**src/rtl/lemming_arena.sv**
```systemverilog
// Environment partner for a lemming walker FSM: tracks the lemming's cell in a
// 1-D arena, pulses bump_left/bump_right at the walls and flags illegal directions.
module lemming_arena #(
    parameter int ARENA_W  = 16,
    parameter int STEP_DIV = 4,
    parameter int CNT_W    = 8
) (
    input  logic                       sys_clk,
    input  logic                       sys_rst,
    input  logic                       start,
    input  logic                       walk_left,
    input  logic                       walk_right,
    output logic                       bump_left,
    output logic                       bump_right,
    output logic [$clog2(ARENA_W)-1:0] pos,
    output logic [CNT_W-1:0]           bump_cnt,
    output logic                       err_dir
);

    localparam int POS_W  = $clog2(ARENA_W);
    localparam int TICK_W = $clog2(STEP_DIV);

    localparam logic [POS_W-1:0]  POS_RST   = POS_W'(ARENA_W / 2);
    localparam logic [POS_W-1:0]  POS_MAX   = POS_W'(ARENA_W - 1);
    localparam logic [TICK_W-1:0] TICK_LAST = TICK_W'(STEP_DIV - 1);

    typedef enum logic [1:0] {
        IDLE,
        RUN,
        HALT
    } state_t;

    state_t              r_state;
    state_t              w_state_nx;
    logic [TICK_W-1:0]   r_tick;
    logic [TICK_W-1:0]   w_tick_nx;
    logic [POS_W-1:0]    r_pos;
    logic [POS_W-1:0]    w_pos_nx;
    logic                r_bump_l;
    logic                w_bump_l_nx;
    logic                r_bump_r;
    logic                w_bump_r_nx;
    logic [CNT_W-1:0]    r_cnt;
    logic [CNT_W-1:0]    w_cnt_nx;
    logic                r_err;
    logic                w_err_nx;

    always_ff @(posedge sys_clk or posedge sys_rst) begin
        if (sys_rst) begin
            r_state  <= IDLE;
            r_tick   <= '0;
            r_pos    <= POS_RST;
            r_bump_l <= 1'b0;
            r_bump_r <= 1'b0;
            r_cnt    <= '0;
            r_err    <= 1'b0;
        end else begin
            r_state  <= w_state_nx;
            r_tick   <= w_tick_nx;
            r_pos    <= w_pos_nx;
            r_bump_l <= w_bump_l_nx;
            r_bump_r <= w_bump_r_nx;
            r_cnt    <= w_cnt_nx;
            r_err    <= w_err_nx;
        end
    end

    always_comb begin
        w_state_nx  = r_state;
        w_tick_nx   = r_tick;
        w_pos_nx    = r_pos;
        w_bump_l_nx = 1'b0;
        w_bump_r_nx = 1'b0;
        w_cnt_nx    = r_cnt;
        w_err_nx    = r_err;

        case (r_state)
            IDLE: begin
                w_tick_nx = '0;
                if (start) begin
                    w_state_nx = RUN;
                end
            end
            RUN: begin
                if (r_tick == TICK_LAST) begin
                    w_tick_nx = '0;
                    // At a wall the step is refused and turned into a bump pulse.
                    case ({walk_left, walk_right})
                        2'b10: begin
                            if (r_pos == '0) begin
                                w_bump_l_nx = 1'b1;
                            end else begin
                                w_pos_nx = r_pos - POS_W'(1);
                            end
                        end
                        2'b01: begin
                            if (r_pos == POS_MAX) begin
                                w_bump_r_nx = 1'b1;
                            end else begin
                                w_pos_nx = r_pos + POS_W'(1);
                            end
                        end
                        default: begin
                            w_err_nx   = 1'b1;
                            w_state_nx = HALT;
                        end
                    endcase
                end else begin
                    w_tick_nx = r_tick + TICK_W'(1);
                end
            end
            HALT: begin
            end
            default: begin
                w_state_nx = IDLE;
            end
        endcase

        if ((w_bump_l_nx || w_bump_r_nx) && (r_cnt != '1)) begin
            w_cnt_nx = r_cnt + CNT_W'(1);
        end
    end

    assign bump_left  = r_bump_l;
    assign bump_right = r_bump_r;
    assign pos        = r_pos;
    assign bump_cnt   = r_cnt;
    assign err_dir    = r_err;

endmodule

```
**config.mk**
```make
export PLATFORM = sky130hd
export DESIGN_NAME = lemming_arena
export DESIGN_NICKNAME = d
export VERILOG_FILES = /design/src/rtl/lemming_arena.sv
export SDC_FILE = /design/constraint.sdc
export NUM_CORES = 1
export LEC_CHECK = 0
export CORE_ASPECT_RATIO = 1.4
export CORE_MARGIN = 3
export CORE_UTILIZATION = 46
export CTS_CLUSTER_SIZE = 25
export DETAILED_ROUTE_END_ITERATION = 8
export PLACE_DENSITY = 0.72
export SYNTH_ARGS = -nofsm -noshare
export SYNTH_HDL_FRONTEND = slang
export SYNTH_SLANG_ARGS = --single-unit
```
**constraint.sdc**
```tcl
create_clock -name sys_clk -period 3.1 [get_ports sys_clk]
set_input_delay 0.62 -clock sys_clk [delete_from_list [all_inputs] [get_ports sys_clk]]
set_output_delay 0.62 -clock sys_clk [all_outputs]
set_load 0.02 [all_outputs]
```
# Yosys cells after proc, flatten, opt, wreduce, memory -nomap -nowiden

Cells that the tools add are included.
Widths: inputs -> output; s select.

Input port bits: 5
Flip-flop bits (word level): 19
Bits in read-only memories: 0
Memories: 0
Word-level logic and storage cells: 52
Memory bits (writable): 0
Bits in latches: 0
Output and inout bits: 15

Equality and inequality tests: 12
Multipliers: 0
Divide/modulo/power cells: 0
Add/subtract/negate cells: 4
Reductions and logical operators: 10
Shift-type cells: 0
Bitwise logic cells: 2
Mux-type cells: 17
Order comparisons: 0

Operator list:

| cell                | number |
|---|---|
| $ne 2x2->1 const B  | 5 |
| $add 8x1->8 const B | 1 |
| $mux 1              | 8 |
| $mux 2              | 4 |
| $mux 4              | 2 |
| $ne 8x8->1 const B  | 1 |
| $pmux 4 s2          | 1 |
| $eq 2x2->1 const B  | 3 |
| $pmux 2 s3          | 1 |
| $reduce_and 5->1    | 1 |
| $add 4x1->4 const B | 1 |
| $eq 2x1->1 const B  | 2 |
| $eq 4x4->1 const B  | 1 |
| $logic_not 4->1     | 1 |
| $pmux 2 s2          | 1 |
| $reduce_and 4->1    | 1 |
| $reduce_bool 2->1   | 2 |
| $sub 4x1->4 const B | 1 |
| $reduce_and 3->1    | 1 |
| $add 2x1->2 const B | 1 |
| $logic_not 2->1     | 1 |
| $not 1->1           | 2 |
| $reduce_or 2->1     | 1 |
| $logic_and 1x1->1   | 1 |
| $logic_or 1x1->1    | 1 |

# Depth between registers and ports, before layout

Gate-level depths: netlist of the first run.

Depth after elaboration: 7
Mapped depth: 8
Gate-level depth less buffers: 8

# Least setup slack after synthesis of the first run

No wires, ideal clock.

Path kind: input port to flip-flop
From: input port walk_left
To: register r_pos[3], in the netlist pos[3]
Setup slack: 1.243 ns
Data arrival time: 1.782 ns
Cell stages on the path: 8
Path buffers: 0
Setup time: 0.075 ns
Required time: 3.025 ns
Path through: inv_1 -> ha_1 -> inv_1 -> ha_1 -> a21oi_1 -> a21oi_1 -> o211ai_1 -> xnor2_1

Cells in the longest elaborated chain, start to end: 3
Elaborated cells on any way between the ends: 7
Classes of those cells: eq/ne: 4; mux: 1; reduce/logical: 2

RTL lines:

| item                                                      | RTL line | text |
|---|---|---|
| from (decl)                                               | 11       | `input logic walk_left,` |
| $eq 2x1->1 or $eq 2x2->1 (tied branches)                  | 88       | `case ({walk_left, walk_right})` |
| $ne 2x2->1 (no line) or $reduce_bool 2->1 (tied branches) | -        |  |
| $reduce_and 5->1 (no line)                                | -        |  |
| to (signal assigned)                                      | 60       | `r_pos <= w_pos_nx;` |
| to (decl)                                                 | 37       | `logic [POS_W-1:0] r_pos;` |

Parallel ways exist; a longest one is shown, timed or not.
A chain may end at the register's enable or synchronous reset.

# Final worst setup path of the first run

Same ends and word-level chain as after synthesis.

==> impl_metrics.ini, run 1 <==
[status]
status = finished, final reports clean

[global_routing]
grt_pass1_wl_mm = 3.132
met1_usage_pct = 18.98
antenna_found_initial = 0
overflow = 0
grtUsageTotal_pct = 15.38
grt_busiest_layer = met2
grt_pass1_vias = 725
grt_max_degree = 20
use_met2_pct = 26.11
grt_util_met3_pct = 2.077

[timing]
slew_violations = 0
slew_headroom_pct = 53.29
clock_skew_ns = 0.009230
setup_viol = 0
rsz0062_at_grt = no
min_period_over_period_pct = 70.50
worst_pin_slew_ns = 0.6999
fin_tns_setup_ns = 0
hold_viol = 0
fmax_ghz = 0.4576
post-route-min-period_ns = 2.185

[cts]
clk_pin_slew_worst_paths_ns = 0.11
cts_inserted_buffers = 3
clock_latency_ns = 0.29
cts_tree = built
cts_resized = 0
cts.sinks = 19
htree_levels = 1
post-cts-setup-buffers = 0
cts_buffer_depth = 2
cts-hold-fix-buffers = 0
cts-root-buf = clkbuf_4

[worst_setup_path]
crit_slowest_cell = clkdlybuf4s50_1
cp_max_fo = 5
critPathMaxStageDelay_ns = 0.48
crit_path_end_kind = register
path_cells = clkdlybuf4s50_1, inv_1, ha_1, inv_1, ha_1, a21oi_1, and3_1, o211ai_1, xnor2_1
worstRegToRegCells = 4
worstSetupStartpointType = input pin
critical_path_class = input pin to register
cp.arrival_ns = 2.41
crit_required_ns = 3.33

[detailed_routing]
routedWlPerCell_um = 13.90
ant_nets = 0
drt_first_pass_iters = 4
vias = 679
drt_iter0_drc = 7
viasPerCell = 5.389
totalWireLength_mm = 1.751
drc = 0

[die]
die_y_um = 60.57
start_util_pct = 49.00
coreArea_sq_um = 1997
fp.dieW_um = 44.98
io_pins = 20
die_area_sq_um = 2724
fp-row-count = 19

[synthesis]
syn_inst = 82
synth_cell_types = 30
syn_area_per_cell_sq_um = 11.93
yosys.area.top_type_share_pct = 46.04
ys_ff_latch = 19
synth_nets = 94
netlist.top_cell.by_area = dfrtp_1
ys_seq_area_share_pct = 48.72
ys_warn_count = 0
synth.area.top_cells = dfrtp_1 (46%), ha_1 (7.7%), xor2_1 (7.2%)
netlist_area_sq_um = 978.4

[placed_design]
gp_congestion = 0.7613
placed_area_sq_um = 1195
portBuffers = 19
place_hpwl_mm = 1.321

[finish]
antenna_cells = 0
drive_gt1_share_pct = 11.43
layout.nets = 118
area_delta_synth_final_pct = 24.81
final_area_sq_um = 1221

[pwr]
power.density_nw_per_um2 = 764.4
ir_drop_mv = 0.3948
p_leak_nw = 0.5416

[worst_hold_path]
holdPathStages = 1
min_path_type = register to register

[flow_run]
maxCapViolCount = 0
sequential cells by signal (all words and copies together), names as in the netlist:
name,cells
err_dir,1
pos,4
bump_right,1
r_tick,2
bump_left,1
bump_cnt,8
r_state,2
logic make-up (layout without fill, tap and decap cells):
family | after synthesis | count (layout) | synth area share (%)
AND/OR/NAND/NOR | 29 | 29 | 19.56
flip-flops | 19 | 19 | 48.72
adder cells (fa/ha/maj) | 7 | 7 | 9.719
AO/OA/AOI/OAI | 8 | 8 | 5.372
XOR/XNOR | 10 | 10 | 8.952
multiplexers | 4 | 4 | 5.754
buffers and inverters | 5 | 28 | 1.918
metrics by stage:
step	setup WS, ns	hold slack, ns	power [mW]	util, %	cells
2_1_floorplan	1.243	0.4570	0.6637	-	82
3_3_place_gp	0.6265	0.4532	0.8083	59.84	122
3_5_place_dp	0.5855	0.4550	0.8237	59.84	122
4_1_cts	0.9107	0.4779	0.9468	61.15	126
5_1_grt	0.7894	0.4883	1.004	61.15	126
6_report	0.9145	0.4730	0.9335	61.15	126
synth_stat cells:
library cell,number
a21o_1,1
a21oi_1,2
a311oi_1,1
and3_1,2
and3b_1,1
and4_2,1
dfrtp_1,18
dfstp_2,1
fa_1,1
ha_1,6
inv_1,5
mux2_2,3
mux2i_4,1
nand2_1,6
nand2b_1,1
nand3_1,4
nand3b_1,1
nand4_1,1
nor2_1,3
nor3_1,1
nor3b_1,2
nor4_1,3
nor4b_1,1
nor4b_2,1
nor4b_4,1
o211ai_1,1
o21ai_0,2
o21ai_2,1
xnor2_1,2
xor2_1,8
metal layers:
layer	up-vias	wire (um)
li1	337	-
met1	320	771
met2	18	875
met3	4	82
met4	0	21
met5	-	0
layout make-up:
type	count	area, sq um
Clock buffer	4	26.28
Fill cell	181	775.7
Inverter	5	18.77
Multi-Input combinational cell	58	483.0
Sequential cell	19	476.7
Tap cell	21	26.28
Timing Repair Buffer	19	190.2
placed cells by master, fill, tap and decap left out, types with 2 or more instances in the layout:
cell type         n
inv_1             5
nor3b_1           2
xor2_1            8
ha_1              6
nand2_1           6
o21ai_0           2
xnor2_1           2
nor4_1            3
nand3_1           4
dfrtp_1          18
nor2_1            3
and3_1            2
a21oi_1           2
mux2_2            3
clkdlybuf4s50_1  19
clkbuf_4          3
power breakdown:
group	total, mW	leakage, nW	internal, mW	switching (mW)
sequential	0.425	0.238	0.322	0.103
clock	0.122	0.0150	0.0500	0.0718
combinational	0.387	0.289	0.203	0.183
total	0.933	0.542	0.575	0.358
worst max-delay path: cells and delay by family:
kind,cells,cell delay [ns]
fa+ha+maj,2,0.49
buf+inv,3,0.67
simple gates,1,0.18
compound gates,2,0.29
xor+xnor,1,0.17
worst paths after layout:
check                              endpoint  slack [ns]      start
worst min-delay path                err_dir        0.47    err_dir
worst max register to register  bump_cnt[1]        1.36     pos[1]
worst min register to register      err_dir        0.47    err_dir
worst max-delay path                 pos[3]        0.91  walk_left
min in group asynchronous        bump_right        0.73    sys_rst
max in group asynchronous       bump_cnt[2]        1.93    sys_rst
Power figures use the tool's default switching activity.
==> run 2, diff against run 1 <==
==> constraint.sdc (replaced) <==
create_clock -name sys_clk -period 2.05 [get_ports sys_clk]
set_input_delay 0.41 -clock sys_clk [delete_from_list [all_inputs] [get_ports sys_clk]]
set_output_delay 0.41 -clock sys_clk [all_outputs]
set_load 0.02 [all_outputs]
==> impl_metrics.ini, run 2 (synthesis results as in run 1) <==
[status]
status = finished, final reports clean

[worst_setup_path]
worstSetupStartpointType = register
critPathMaxStageDelay_ns = 0.67
cpLargestDelayFamily = buffers and inverters
cp.buffers_inverters = 1
path_cells = clkdlybuf4s50_1
cp.arrival_ns = 1.55
cp_max_fo = 7
crit_path_end_kind = output port
crit_required_ns = 1.64
critical_path_class = register to output port
crit_slowest_cell = clkdlybuf4s50_1

[placed_design]
gp_congestion = 0.7047
portBuffers = 19
placed_area_sq_um = 1240
place_hpwl_mm = 1.481
dpl.cell_count = 128

[detailed_routing]
drc = 0
drt_iter0_drc = 20
vias = 709
viasPerCell = 5.371
routedWlPerCell_um = 14.73
drt_first_pass_iters = 4
ant_nets = 0
totalWireLength_mm = 1.945

[cts]
cts-root-buf = clkbuf_4
cts_tree = built
htree_levels = 1
post-cts-setup-buffers = 0
clk_pin_slew_worst_paths_ns = 0.11
cts_inserted_buffers = 3
clock_latency_ns = 0.30
cts.sinks = 19
cts_buffer_depth = 2

[global_routing]
grtUsageTotal_pct = 16.16
grt_pass1_vias = 731
antenna_found_initial = 0
overflow = 0
grt_pass1_wl_mm = 3.160
grt_max_degree = 20

[finish]
area_delta_synth_final_pct = 30.18
final_area_sq_um = 1274
layout_commonest_cell = clkdlybuf4s50_1
largest_reg_flops = 8
drive_gt1_share_pct = 18.02
mostFrequentLayoutCells = clkdlybuf4s50_1 (19), dfrtp_1 (18), xor2_1 (8)
layout.nets = 124
fin_cells = 132
antenna_cells = 0

[timing]
post-route-min-period_ns = 1.961
timing.hold.ws_ns = 0.4043
hold_viol = 0
rsz0062_at_grt = no
slew_violations = 0
fmax_ghz = 0.5101
min_period_over_period_pct = 95.64
worst_pin_slew_ns = 0.3720
fin_tns_setup_ns = 0
slew_headroom_pct = 74.97
clock_skew_ns = 0.0009264
setup_viol = 0

[pwr]
power_frac_seq_pct = 44.3
swShare_pct = 39.15
finalPower_mw = 1.462
ir_drop_mv = 0.7602
p_leak_nw = 0.5712
p_clk_share_pct = 13.4
power.density_nw_per_um2 = 1148
p_switching_mw = 0.5726
internal-power_mw = 0.8899
pwr-share-comb_pct = 42.4

[die]
fp.dieW_um = 44.98
start_util_pct = 49.00
die_area_sq_um = 2724
fp-row-count = 19
die_y_um = 60.57
io_pins = 20
coreArea_sq_um = 1997

[worst_hold_path]
min_path_type = input pin to async pin

[flow_run]
maxCapViolCount = 0
run 2: stage by stage:
stage	worst slack, ns	util [%]
floorplan	0.3904	-
global placement	-0.1667	62.09
detailed placement	-0.2408	62.09
CTS	0.07137	63.47
global route	0.01130	63.78
finish	0.08943	63.78
run 2: repair_timing:
item                                    CTS  global route
hold buffers                              0             0
resized for setup                         0             1
endpoints found under the setup margin    0             1
run 2: worst register-to-register path, cell delays in order, from the launching register on:
cell and delay (ns):
dfrtp_1 0.49, nor4b_4 0.38, mux2i_4 0.15, buf_4 0.17, nor4b_2 0.31, xor2_1 0.18
run 2: cell type report:
type | instances | area, sq um
clock inverter | 1 | 5.005
sequential | 19 | 476.7
inverter | 5 | 18.77
fill | 172 | 723.2
clock buffer | 3 | 22.52
multi-input combinational | 58 | 489.2
tap | 21 | 26.28
timing repair buffer | 25 | 235.2
run 2: power groups by stage:
stage                     clock, mW  combinational (mW)  sequential, mW
after detailed placement          0               0.618           0.657
after global routing          0.207               0.681           0.671
after global placement            0               0.595           0.645
after CTS                     0.197               0.622           0.651
final                         0.195               0.620           0.647
after floorplan                   0               0.293           0.711
run 2: final timing paths:
| check | start | end | slack, ns | cells past startpoint |
|---|---|---|---|---|
| max in group asynchronous | sys_rst | pos[3] | 1.39 | 3 |
| hold reg to reg | err_dir | err_dir | 0.50 | 1 |
| hold / removal | sys_rst | bump_cnt[0] | 0.40 | 3 |
| setup reg to reg | pos[1] | bump_cnt[4] | 0.30 | 5 |
| setup / recovery | pos[0] | pos[0] | 0.09 | 1 |
| min in group sys_clk | err_dir | err_dir | 0.50 | 1 |
run 2: layer usage:
metal	track usage [%]	up-vias	wire, um
li1	-	350	-
met1	19.96	333	918
met2	26.32	21	899
met3	2.077	5	76
met4	10.04	0	50
met5	0	-	0
